===== src/rtl/tmp_seq.sv =====
// Temperature-sensor front-end sequencer: steps the analog switch phases, times the
// comparator-terminated charge phases and averages 2^AVG_LOG samples into one code.
module tmp_seq #(
    parameter int unsigned CNT_W     = 8,
    parameter int unsigned AVG_LOG   = 2,
    parameter int unsigned PRE_CYC   = 4,
    parameter int unsigned DIODE_CYC = 8
) (
    input  logic                     clk,
    input  logic                     reset,
    input  logic                     start,
    input  logic                     cont,
    input  logic                     cmp,
    output logic                     PI1,
    output logic                     PI2,
    output logic                     PII1,
    output logic                     PII2,
    output logic                     PA,
    output logic                     PB,
    output logic                     PC,
    output logic                     PD,
    output logic                     src,
    output logic                     snk,
    output logic                     rst,
    output logic                     busy,
    output logic                     valid,
    output logic                     timeout,
    output logic [CNT_W+AVG_LOG-1:0] code
);

    localparam int unsigned AccW  = CNT_W + AVG_LOG;
    localparam int unsigned PhMax = (PRE_CYC > DIODE_CYC) ? PRE_CYC : DIODE_CYC;
    localparam int unsigned PhW   = $clog2(PhMax + 1);
    localparam int unsigned IdxW  = (AVG_LOG > 0) ? AVG_LOG : 1;

    localparam logic [CNT_W-1:0] CntMax    = '1;
    localparam logic [CNT_W-1:0] CntLast   = CntMax - CNT_W'(1);
    localparam logic [PhW-1:0]   PreLast   = PhW'(PRE_CYC - 1);
    localparam logic [PhW-1:0]   DiodeLast = PhW'(DIODE_CYC - 1);
    localparam logic [IdxW-1:0]  IdxLast   = IdxW'((1 << AVG_LOG) - 1);

    typedef enum logic [2:0] {
        StIdle,
        StPre,
        StDiode,
        StBigDiode,
        StHCharge,
        StLCharge,
        StOutput,
        StTimeout
    } state_e;

    state_e           state_q, state_d;
    logic [PhW-1:0]   ph_q, ph_d;
    logic [CNT_W-1:0] h_cnt_q, h_cnt_d;
    logic [CNT_W-1:0] l_cnt_q, l_cnt_d;
    logic [IdxW-1:0]  idx_q, idx_d;
    logic [AccW-1:0]  acc_q, acc_d;
    logic [CNT_W-1:0] sample;
    logic             cmp_meta_q, cmp_s_q;

    // Control bit order: {rst, PI1, PI2, PII1, PII2, PA, PB, PC, PD, src, snk, busy}
    logic [11:0]      ctl_q, ctl_d;
    logic             valid_q, timeout_q;
    logic [AccW-1:0]  code_q;

    always_comb begin
        state_d = state_q;
        ph_d    = ph_q + PhW'(1);
        h_cnt_d = h_cnt_q;
        l_cnt_d = l_cnt_q;
        idx_d   = idx_q;
        acc_d   = acc_q;
        sample  = '0;

        unique case (state_q)
            StIdle: begin
                if (start || cont) begin
                    state_d = StPre;
                end
            end
            StPre: begin
                h_cnt_d = '0;
                l_cnt_d = '0;
                if (ph_q == PreLast) begin
                    state_d = StDiode;
                end
            end
            StDiode: begin
                if (ph_q == DiodeLast) begin
                    state_d = StBigDiode;
                end
            end
            StBigDiode: begin
                if (ph_q == DiodeLast) begin
                    state_d = StHCharge;
                end
            end
            StHCharge: begin
                if (cmp_s_q) begin
                    state_d = StLCharge;
                end else begin
                    h_cnt_d = h_cnt_q + CNT_W'(1);
                    if (h_cnt_q == CntLast) begin
                        state_d = StTimeout;
                    end
                end
            end
            StLCharge: begin
                if (!cmp_s_q) begin
                    // Sink phase longer than source phase: clamp the sample at zero.
                    sample = (h_cnt_q > l_cnt_q) ? (h_cnt_q - l_cnt_q) : '0;
                    acc_d  = acc_q + AccW'(sample);
                    if (idx_q == IdxLast) begin
                        state_d = StOutput;
                    end else begin
                        idx_d   = idx_q + IdxW'(1);
                        state_d = StPre;
                    end
                end else begin
                    l_cnt_d = l_cnt_q + CNT_W'(1);
                    if (l_cnt_q == CntLast) begin
                        state_d = StTimeout;
                    end
                end
            end
            StOutput: begin
                acc_d   = '0;
                idx_d   = '0;
                state_d = cont ? StPre : StIdle;
            end
            StTimeout: begin
                acc_d   = '0;
                idx_d   = '0;
                state_d = StIdle;
            end
            default: state_d = StIdle;
        endcase

        // Every phase boundary is a state change, so the phase timer restarts there.
        if (state_d != state_q) begin
            ph_d = '0;
        end
    end

    always_comb begin
        ctl_d = '0;
        unique case (state_d)
            StIdle:     ctl_d = 12'b1000_0000_0000;
            StPre:      ctl_d = 12'b1000_0110_0001;
            StDiode:    ctl_d = 12'b0101_0100_0001;
            StBigDiode: ctl_d = 12'b0010_1010_0001;
            StHCharge:  ctl_d = 12'b0000_0001_0101;
            StLCharge:  ctl_d = 12'b0000_0000_1011;
            StOutput:   ctl_d = 12'b0000_0000_0001;
            StTimeout:  ctl_d = 12'b0000_0000_0001;
            default:    ctl_d = 12'b1000_0000_0000;
        endcase
    end

    always_ff @(posedge clk) begin
        if (reset) begin
            state_q    <= StIdle;
            ph_q       <= '0;
            h_cnt_q    <= '0;
            l_cnt_q    <= '0;
            idx_q      <= '0;
            acc_q      <= '0;
            cmp_meta_q <= 1'b0;
            cmp_s_q    <= 1'b0;
            ctl_q      <= 12'b1000_0000_0000;
            valid_q    <= 1'b0;
            timeout_q  <= 1'b0;
            code_q     <= '0;
        end else begin
            state_q    <= state_d;
            ph_q       <= ph_d;
            h_cnt_q    <= h_cnt_d;
            l_cnt_q    <= l_cnt_d;
            idx_q      <= idx_d;
            acc_q      <= acc_d;
            cmp_meta_q <= cmp;
            cmp_s_q    <= cmp_meta_q;
            ctl_q      <= ctl_d;
            valid_q    <= (state_d == StOutput) || (state_d == StTimeout);
            if (state_d == StOutput) begin
                code_q    <= acc_d;
                timeout_q <= 1'b0;
            end else if (state_d == StTimeout) begin
                code_q    <= '0;
                timeout_q <= 1'b1;
            end
        end
    end

    assign {rst, PI1, PI2, PII1, PII2, PA, PB, PC, PD, src, snk, busy} = ctl_q;
    assign valid   = valid_q;
    assign timeout = timeout_q;
    assign code    = code_q;

endmodule


===== config.mk =====
export PLATFORM = sky130hd
export DESIGN_NAME = tmp_seq
export DESIGN_NICKNAME = d
export VERILOG_FILES = /design/src/rtl/tmp_seq.sv
export SDC_FILE = /design/constraint.sdc
export NUM_CORES = 1
export LEC_CHECK = 0
export CAP_MARGIN = 15
export CELL_PAD_IN_SITES_DETAIL_PLACEMENT = 1
export CELL_PAD_IN_SITES_GLOBAL_PLACEMENT = 1
export CORE_MARGIN = 4
export CORE_UTILIZATION = 40
export CTS_CLUSTER_DIAMETER = 100
export DETAILED_ROUTE_END_ITERATION = 7
export PLACE_DENSITY_LB_ADDON = 0.1
export SLEW_MARGIN = 10
export SYNTH_ARGS = -nofsm -noshare
export SYNTH_HDL_FRONTEND = slang
export SYNTH_SLANG_ARGS = --single-unit

===== constraint.sdc =====
create_clock -name clk -period 5 [get_ports clk]
set_input_delay 1.25 -clock clk [delete_from_list [all_inputs] [get_ports clk]]
set_output_delay 1.25 -clock clk [all_outputs]
set_load 0.02 [all_outputs]

# Word-level counts from Yosys, hierarchy flattened
# Memory sizes are Yosys's and may differ from the RTL's. A register that Yosys moved wholly into a read port is not among the register bits.
# Cells that the tools add are included.
dict set report op_classes {
  add_sub_neg 6
  order_cmp 1
  eq_ne 19
  mux 23
  reduce_logical 13
}
# cell n
set ops {}
lappend ops {{$pmux 8 s2} 2}
lappend ops {{$mux 10} 3}
lappend ops {{$mux 3} 9}
lappend ops {{$mux 8} 3}
lappend ops {{$pmux 3 s8} 1}
lappend ops {{$pmux 10 s2} 1}
lappend ops {{$eq 3x3->1 const B} 6}
lappend ops {{$add 8x1->8 const B} 2}
lappend ops {{$eq 8x8->1 const B} 2}
lappend ops {{$add 10x8->10} 1}
lappend ops {{$gt 8x8->1} 1}
lappend ops {{$ne 2x2->1 const B} 4}
lappend ops {{$reduce_bool 2->1} 4}
lappend ops {{$sub 8x8->8} 1}
lappend ops {{$eq 3x2->1 const B} 2}
lappend ops {{$reduce_or 2->1} 3}
lappend ops {{$add 4x1->4 const B} 1}
lappend ops {{$eq 4x2->1 const B} 1}
lappend ops {{$eq 4x3->1 const B} 1}
lappend ops {{$mux 2} 2}
lappend ops {{$pmux 2 s2} 1}
lappend ops {{$reduce_and 2->1} 2}
lappend ops {{$eq 3x1->1 const B} 1}
lappend ops {{$logic_not 3->1} 1}
lappend ops {{other kinds (6)} 7}
dict set report word_totals {
  ff_bits 49
  rom_bits 96
  input_bits 5
  output_inout_bits 24
  word_cells 74
  memories 1
}
# memory depth width rd rd_clocked_by_memory_dff write_ports line
set mem_list {}
lappend mem_list {{(name not given)} 8 12 1 1 0 148} ;# unique case (state_d)

# Depth between registers and ports, before layout
# Gate-level depths: netlist of run 1.
dict set report logic_depth {
  depth_word 7
  ltp_mapped 15
  depth_no_buf 15
}

# Worst setup path before layout of run 1
# Ideal clock, no wire load.
dict set report synth_path {
  path_type {register to register}
  from {register l_cnt_q[2]}
  to {register code_q[8], in the netlist code[8]}
  arrival_time_ps 3480
  required_time_ps 4913
  path_slack_ps 1432
  path_stages_with_launch 15
  path_buffers 0
  path_cell_list {dfxtp_1 > inv_1 > ha_1 > nor2b_1 > o31ai_1 > a21oi_1 > o31ai_2 > nor2_1 > ha_1 > fa_1 > a211oi_1 > o21bai_1 > a2111oi_0 > a211oi_1 > o31ai_1}
}
dict set report synth_between {
  elab_chain_len 6
}
# item line
set synth_rtl {}
lappend synth_rtl {{from (decl)} 56} ;# logic [CNT_W-1:0] l_cnt_q, l_cnt_d;
lappend synth_rtl {{from (signal assigned)} 179} ;# l_cnt_q <= l_cnt_d;
lappend synth_rtl {{$sub 8x8->8, or another cell as far along} 112} ;# sample = (h_cnt_q > l_cnt_q) ? (h_cnt_q - l_cnt_q) : '0;
lappend synth_rtl {{$mux 8 / $mux 3 (equally long branches)} {112, 122}}
lappend synth_rtl {{$add 10x8->10 / $mux 3 (equally long branches)} {113, 110}}
lappend synth_rtl {{$mux 10 / $pmux 3 s8 (equally long branches)} {110, 76}}
lappend synth_rtl {{$pmux 10 s2, or another cell as far along} 76} ;# unique case (state_q)
lappend synth_rtl {{$mux 10 / $reduce_bool 2->1 (equally long branches)} -}
lappend synth_rtl {{to (signal assigned)} 174} ;# code_q <= '0;
lappend synth_rtl {{to (signal assigned)} 187} ;# code_q <= acc_d;
lappend synth_rtl {{to (signal assigned)} 190} ;# code_q <= '0;
lappend synth_rtl {{to (decl)} 65} ;# logic [AccW-1:0] code_q;
# Parallel ways exist; a longest one is shown, timed or not.
# A chain may end at the register's enable or synchronous reset.

# Worst setup path after layout of run 1
# Ends and elaborated chain as after synthesis.

==> results of run 1 <==
layer usage:
| layer | vias up | global-route usage [%] |
|---|---|---|
| met5 | - | 0 |
| met4 | 0 | 7.46 |
| met3 | 17 | 3.30 |
| met2 | 39 | 27.7 |
| met1 | 1354 | 25.9 |
| li1 | 1420 | - |
layout make-up:
cell class / count / share of cell area [%]
Clock buffer: 9 / 3.23
Clock inverter: 7 / 1.21
Inverter: 19 / 1.86
Multi-Input combinational cell: 289 / 52.6
Sequential cell: 57 / 29.8
Tap cell: 105 / 3.43
Timing Repair Buffer: 31 / 7.90
worst max-delay path: stages (launching register included):
cell       delay [ns]
dfxtp_1          0.39
inv_1            0.09
ha_1             0.34
nor2b_1          0.17
o31ai_1          0.34
a21oi_1          0.16
o31ai_2          0.46
nor2_1           0.09
ha_1             0.23
fa_1             0.44
a211oi_1         0.34
o21bai_1         0.18
a2111oi_0        0.49
a211oi_1         0.15
o31ai_1          0.22
cell families (layout without fill, tap and decap cells):
group / after synthesis / after routing / synth area share, %
AO/OA/AOI/OAI: 89 / 89 / 19.2
XOR/XNOR: 20 / 20 / 5.26
adder cells (fa/ha/maj): 27 / 27 / 10.6
buffers and inverters: 37 / 66 / 5.26
flip-flops: 57 / 57 / 34.3
multiplexers: 2 / 2 / 0.789
AND/OR/NAND/NOR: 151 / 151 / 24.6
report_power, final:
part	leakage [µW]	switching (µW)	internal [µW]	total (µW)
registers	0.000461	6.43	459	465
logic	0.000932	27.1	18.6	45.6
clock network	0.0000814	209	178	387
total	0.00147	243	655	898
sequential cells by signal, summed over array words and instances (netlist names):
name / flops
state_q: 3
idx_q: 2
ph_q: 4
l_cnt_q: 8
cmp_meta_q: 1
code: 10
ctl_q: 8
h_cnt_q: 8
timeout: 1
acc_q: 10
cmp_s_q: 1
valid: 1
synth_stat cells, types with 3 or more instances:
| cell type | instances | share of area, % |
|---|---|---|
| a211oi_1 | 6 | 1.4 |
| a21o_1 | 5 | 1.1 |
| a21oi_1 | 18 | 2.7 |
| a22o_1 | 5 | 1.3 |
| a22oi_1 | 6 | 1.4 |
| and3_1 | 7 | 1.3 |
| and3b_1 | 3 | 0.79 |
| buf_2 | 5 | 0.75 |
| buf_4 | 4 | 0.90 |
| clkbuf_1 | 7 | 0.79 |
| dfxtp_1 | 57 | 34 |
| ha_1 | 25 | 9.4 |
| inv_1 | 18 | 2.0 |
| nand2_1 | 18 | 2.0 |
| nand2b_1 | 4 | 0.75 |
| nand3_1 | 14 | 2.1 |
| nand3b_1 | 4 | 0.90 |
| nand4_1 | 9 | 1.7 |
| nor2_1 | 47 | 5.3 |
| nor2b_1 | 11 | 2.1 |
| nor3_1 | 12 | 1.8 |
| nor3b_1 | 3 | 0.68 |
| o21a_1 | 4 | 0.90 |
| o21ai_0 | 13 | 2.0 |
| o21bai_1 | 3 | 0.68 |
| o31ai_1 | 4 | 0.90 |
| xnor2_1 | 15 | 3.9 |
| xor2_1 | 5 | 1.3 |
final timing paths:
check	startpoint	to	slack (ns)
setup / recovery	l_cnt_q[2]	code[8]	0.85
hold / removal	cmp_meta_q	cmp_s_q	0.44
hold reg to reg	cmp_meta_q	cmp_s_q	0.44
setup reg to reg	l_cnt_q[2]	code[8]	0.85
through the flow:
stage	area, µm²	setup WS, ns	cells	power, µW	hold WS (ns)
3_5_place_dp	3660	0.885	501	521	0.425
5_1_grt	3830	0.308	517	938	0.457
3_3_place_gp	3660	1.11	501	521	0.428
6_report	3830	0.846	517	898	0.438
2_1_floorplan	3330	1.43	383	504	0.414
4_1_cts	3830	0.871	517	912	0.441
==> flow_metrics.py, run 1 <==
metrics = {
    "run_status": {
        "status": "finished clean",
    },
    "final_layout": {
        "final_common_cell": "dfxtp_1",
        "final_cell_mix": "dfxtp_1 (57), nor2_1 (47), clkdlybuf4s50_1 (28), ha_1 (25)",
        "register_area_mm2": 0.00114,
        "drive_gt1_share_pct": 8.50,
        "fillers": 986,
        "nets": 439,
        "area_growth_pct": 15.0,
        "multi_input_area_mm2": 0.00201,
        "fin_util_pct": 46.9,
        "insertedDiodeCount": 0,
    },
    "cts": {
        "postCtsHoldBufs": 0,
        "cts_tree": "yes",
        "cts_root_buf": "clkbuf_8",
        "clock_path_buffers": 2,
        "clk_pin_slew_ns": 0.08,
        "ctsResizeCount": 0,
        "insertion_delay_ns": 0.35,
        "cts_made_buffers": 9,
        "htreeDepth": 3,
        "clock-sinks": 57,
        "cts_setup_buffers": 0,
    },
    "setup_path": {
        "worst-endpoint-required_ns": 5.26,
        "crit_type": "flip-flop to flip-flop",
        "endpoint_kind": "flip-flop",
        "crit_path_start_kind": "flip-flop",
        "worst-path-max-fanout": 8,
        "cp.arrival_ns": 4.42,
        "r2r.worst_path.cells": 14,
    },
    "sta": {
        "final-setup-viol-count": 0,
        "slew_headroom_pct": 48.3,
        "worst_pin_slew_ns": 0.774,
        "worst_clock_skew_ns": 0.0102,
        "timing_hold_violations_final": 0,
        "fin_crit_sh_pct": 83.1,
        "min_period_ns": 4.15,
        "rsz0062_at_grt": "no",
        "fin_tns_setup_ns": 0,
        "finalMaxSlewViolations": 0,
        "fmax_mhz": 241,
    },
    "place": {
        "place_hpwl_mm": 6.20,
        "place.gp.congestion": 0.836,
        "io_buffers": 28,
    },
    "routing": {
        "ant_nets": 0,
        "met3_length_um": 200,
        "vias_per_cell": 5.47,
        "dr.first_iter.drc_count": 90,
        "vias": 2830,
        "dr_wl_met2_mm": 3.69,
        "wl_per_cell_um": 16.5,
        "postRouteWirelength_mm": 8.52,
        "top_layer": "met4",
        "drc": 0,
        "first_pass_iters": 4,
        "wirelength_met1_mm": 4.45,
    },
    "logic_synthesis": {
        "synthesis.area_mm2": 0.00333,
        "synth_warnings": 0,
        "ys_types": 67,
        "syn_nets": 415,
        "syn_inst": 383,
        "synth_flop_cell": "dfxtp_1",
        "synth_edf_count": 0,
        "avgSynthCellArea_um2": 8.70,
        "synth_seq_cells": 57,
        "async_flop_share_pct": 0,
        "ys_seq_area_share_pct": 34.3,
    },
    "floorplanning": {
        "row_count": 33,
        "die_y_um": 99.3,
        "dieWidth_um": 99.3,
        "die_area_mm2": 0.00985,
        "initial_core_util_pct": 40.7,
        "core_mm2": 0.00818,
        "io_pins": 29,
    },
    "job": {
        "maxCapViolCount": 0,
    },
    "global_route": {
        "grt_max_degree": 28,
        "antenna_found_initial": 0,
        "grt_pass1_vias": 2919,
        "grt.total_usage_pct": 18.4,
        "grt_pass1_wl_mm": 14.6,
        "overflow": 0,
    },
    "pwr": {
        "ir_drop_mv": 0.147,
        "power_leakage_uw": 0.00147,
        "p_per_area_mw_per_mm2": 234,
    },
    "hold_path": {
        "hold_class": "flip-flop to flip-flop",
        "hold-path-cell-count": 1,
    },
}
Power figures use the tool's default switching activity.
==> inputs of run 2 (changes only) <==
==> constraint.sdc (replaced) <==
create_clock -name clk -period 3.6 [get_ports clk]
set_input_delay 0.9 -clock clk [delete_from_list [all_inputs] [get_ports clk]]
set_output_delay 0.9 -clock clk [all_outputs]
set_load 0.02 [all_outputs]
==> run 2 against run 1 <==
  * Worst hold slack better by 0.014 ns
  * Final cell count up 4.3%
  * Maximum frequency up 22%
  * Highest routed layer unchanged
  * Sequential power up 39%
  * First-iteration DRC count down 20%
  * Register-to-register slack worse by 0.65 ns
  * Die area unchanged
  * Sequential share of layout area down 2.4 points
  * Non-clock buffer count up 22
  * Via count up 3.7%
  * Critical path depth up 1
  * Routed wire length up 7.3%
  * Critical endpoint is now code[7]
==> flow_metrics.py, run 2 (synthesis results as in run 1) <==
metrics = {
    "cts": {
        "htreeDepth": 3,
        "clock-sinks": 57,
        "cts_made_buffers": 9,
        "clock_path_buffers": 2,
        "insertion_delay_ns": 0.33,
        "cts_tree": "yes",
        "cts_root_buf": "clkbuf_8",
        "postCtsHoldBufs": 0,
        "clk_pin_slew_ns": 0.07,
    },
    "sta": {
        "slew_headroom_pct": 55.0,
        "worst_pin_slew_ns": 0.668,
        "fmax_mhz": 294,
        "min_period_ns": 3.40,
        "final-setup-viol-count": 0,
        "finalMaxSlewViolations": 0,
        "fin_tns_setup_ns": 0,
        "fin_crit_sh_pct": 94.5,
        "worst_clock_skew_ns": 0.00485,
        "timing_hold_violations_final": 0,
    },
    "global_route": {
        "overflow": 0,
        "antenna_found_initial": 0,
        "grt_pass1_wl_mm": 15.6,
        "grt_pass1_vias": 3131,
        "grt.total_usage_pct": 19.6,
        "grt_max_degree": 27,
    },
    "setup_path": {
        "crit_type": "flip-flop to flip-flop",
        "crit_path_start_kind": "flip-flop",
        "max_stage_delay_ns": 0.35,
        "worst-endpoint-required_ns": 3.88,
        "endpoint_kind": "flip-flop",
        "cp_top_family": "compound AO/OA/AOI/OAI gates",
        "worst-path-max-fanout": 7,
        "cp_slowest_cell": "fa_2",
        "path_cells": "inv_1 -> ha_1 -> fa_2 -> nor2b_2 -> o31ai_4 -> a21oi_2 -> o31ai_2 -> buf_4 -> nor3_2 -> ha_4 -> and2_2 -> o2111a_1 -> a221o_1 -> a311oi_2 -> a22o_1",
        "path_buf_inv": 2,
        "cp.arrival_ns": 3.68,
    },
    "floorplanning": {
        "io_pins": 29,
        "core_mm2": 0.00818,
        "dieWidth_um": 99.3,
        "initial_core_util_pct": 40.7,
        "die_y_um": 99.3,
        "die_area_mm2": 0.00985,
        "row_count": 33,
    },
    "routing": {
        "postRouteWirelength_mm": 9.14,
        "first_pass_iters": 4,
        "drc": 0,
        "vias": 2936,
        "wl_per_cell_um": 16.9,
        "vias_per_cell": 5.45,
        "dr.first_iter.drc_count": 72,
        "ant_nets": 0,
    },
    "place": {
        "io_buffers": 28,
        "place_hpwl_mm": 6.85,
        "place.gp.congestion": 0.879,
    },
    "hold_path": {
        "hold_class": "flip-flop to flip-flop",
    },
    "final_layout": {
        "final_common_cell": "dfxtp_1",
        "nets": 461,
        "area_growth_pct": 24.9,
        "insertedDiodeCount": 0,
        "drive_gt1_share_pct": 18.2,
        "final_cell_mix": "dfxtp_1 (57), nor2_1 (46), clkdlybuf4s50_1 (28), buf_4 (25), ha_1 (23)",
    },
    "pwr": {
        "power.total_uw": 1310,
        "p_per_area_mw_per_mm2": 314,
        "ir_drop_mv": 0.233,
        "power_leakage_uw": 0.00162,
    },
    "run_status": {
        "status": "finished clean",
    },
    "job": {
        "maxCapViolCount": 0,
    },
}
run 2: cell count changes in the layout (fill, tap and decap cells not counted), moves of 2 or more:
cell / delta
ha_1: -2
fa_1: -2
nor3_1: -2
clkinvlp_4: -2
a211oi_1: -2
nor3_2: +2
fa_2: +2
buf_4: +22
a211oi_2: +2
a21oi_1: -2
a21oi_2: +2
ha_4: +2
run 2: area by class of cell:
cell class,count,area (µm²)
sequential,57,1140
tap,105,131
clock buffer,10,138
clock inverter,6,57.6
multi-input combinational,289,2150
inverter,19,71.3
fill,953,4020
timing repair buffer,53,468
run 2: report_power, final:
part | total [µW] | switching [µW] | internal (µW)
registers | 645 | 8.28 | 637
logic | 65.6 | 38.3 | 27.3
clock network | 594 | 261 | 333
run 2: worst paths after layout:
path | start | end | slack (ns) | depth (start not counted)
worst max-delay path | h_cnt_q[0] | code[7] | 0.20 | 15
worst max register to register | h_cnt_q[0] | code[7] | 0.20 | 15
worst min register to register | cmp_meta_q | cmp_s_q | 0.45 | 1
worst min-delay path | cmp_meta_q | cmp_s_q | 0.45 | 1
run 2: what timing repair did:
| action | in CTS | in global routing |
|---|---|---|
| pin swaps | 0 | 5 |
| setup buffers | 0 | 2 |
| endpoints found under the hold margin | 0 | 0 |
| endpoints found under the setup margin | 5 | 8 |
| resized for setup | 6 | 21 |
run 2: layer usage:
layer / part of all wire (%) / global-route usage, % / wire (µm) / up-vias
met5: 0 / 0 / 0 / -
met4: 0.81 / 4.41 / 74 / 0
met3: 2.6 / 4.00 / 242 / 5
met2: 46 / 32.1 / 4220 / 33
met1: 50 / 26.7 / 4600 / 1435
li1: - / - / - / 1463
run 2: worst reg2reg max path: stages, from the launching register on:
cell      delay, ns
dfxtp_1        0.33
inv_1          0.06
ha_1           0.23
fa_2           0.35
nor2b_2        0.19
o31ai_4        0.10
a21oi_2        0.19
o31ai_2        0.09
buf_4          0.17
nor3_2         0.26
ha_4           0.26
and2_2         0.25
o2111a_1       0.15
a221o_1        0.30
a311oi_2       0.26
a22o_1         0.16
run 2: per-stage QoR:
step | cell area [µm²] | hold slack (ns) | worst slack, ns | std cells | util, %
2_1_floorplan | 3330 | 0.414 | 0.0325 | 383 | -
3_3_place_gp | 3810 | 0.425 | 0.0765 | 521 | 46.6
3_5_place_dp | 3810 | 0.444 | -0.145 | 521 | 46.6
4_1_cts | 4030 | 0.454 | 0.00552 | 537 | 49.3
5_1_grt | 4160 | 0.468 | -0.0171 | 539 | 50.9
6_report | 4160 | 0.452 | 0.199 | 539 | 50.9
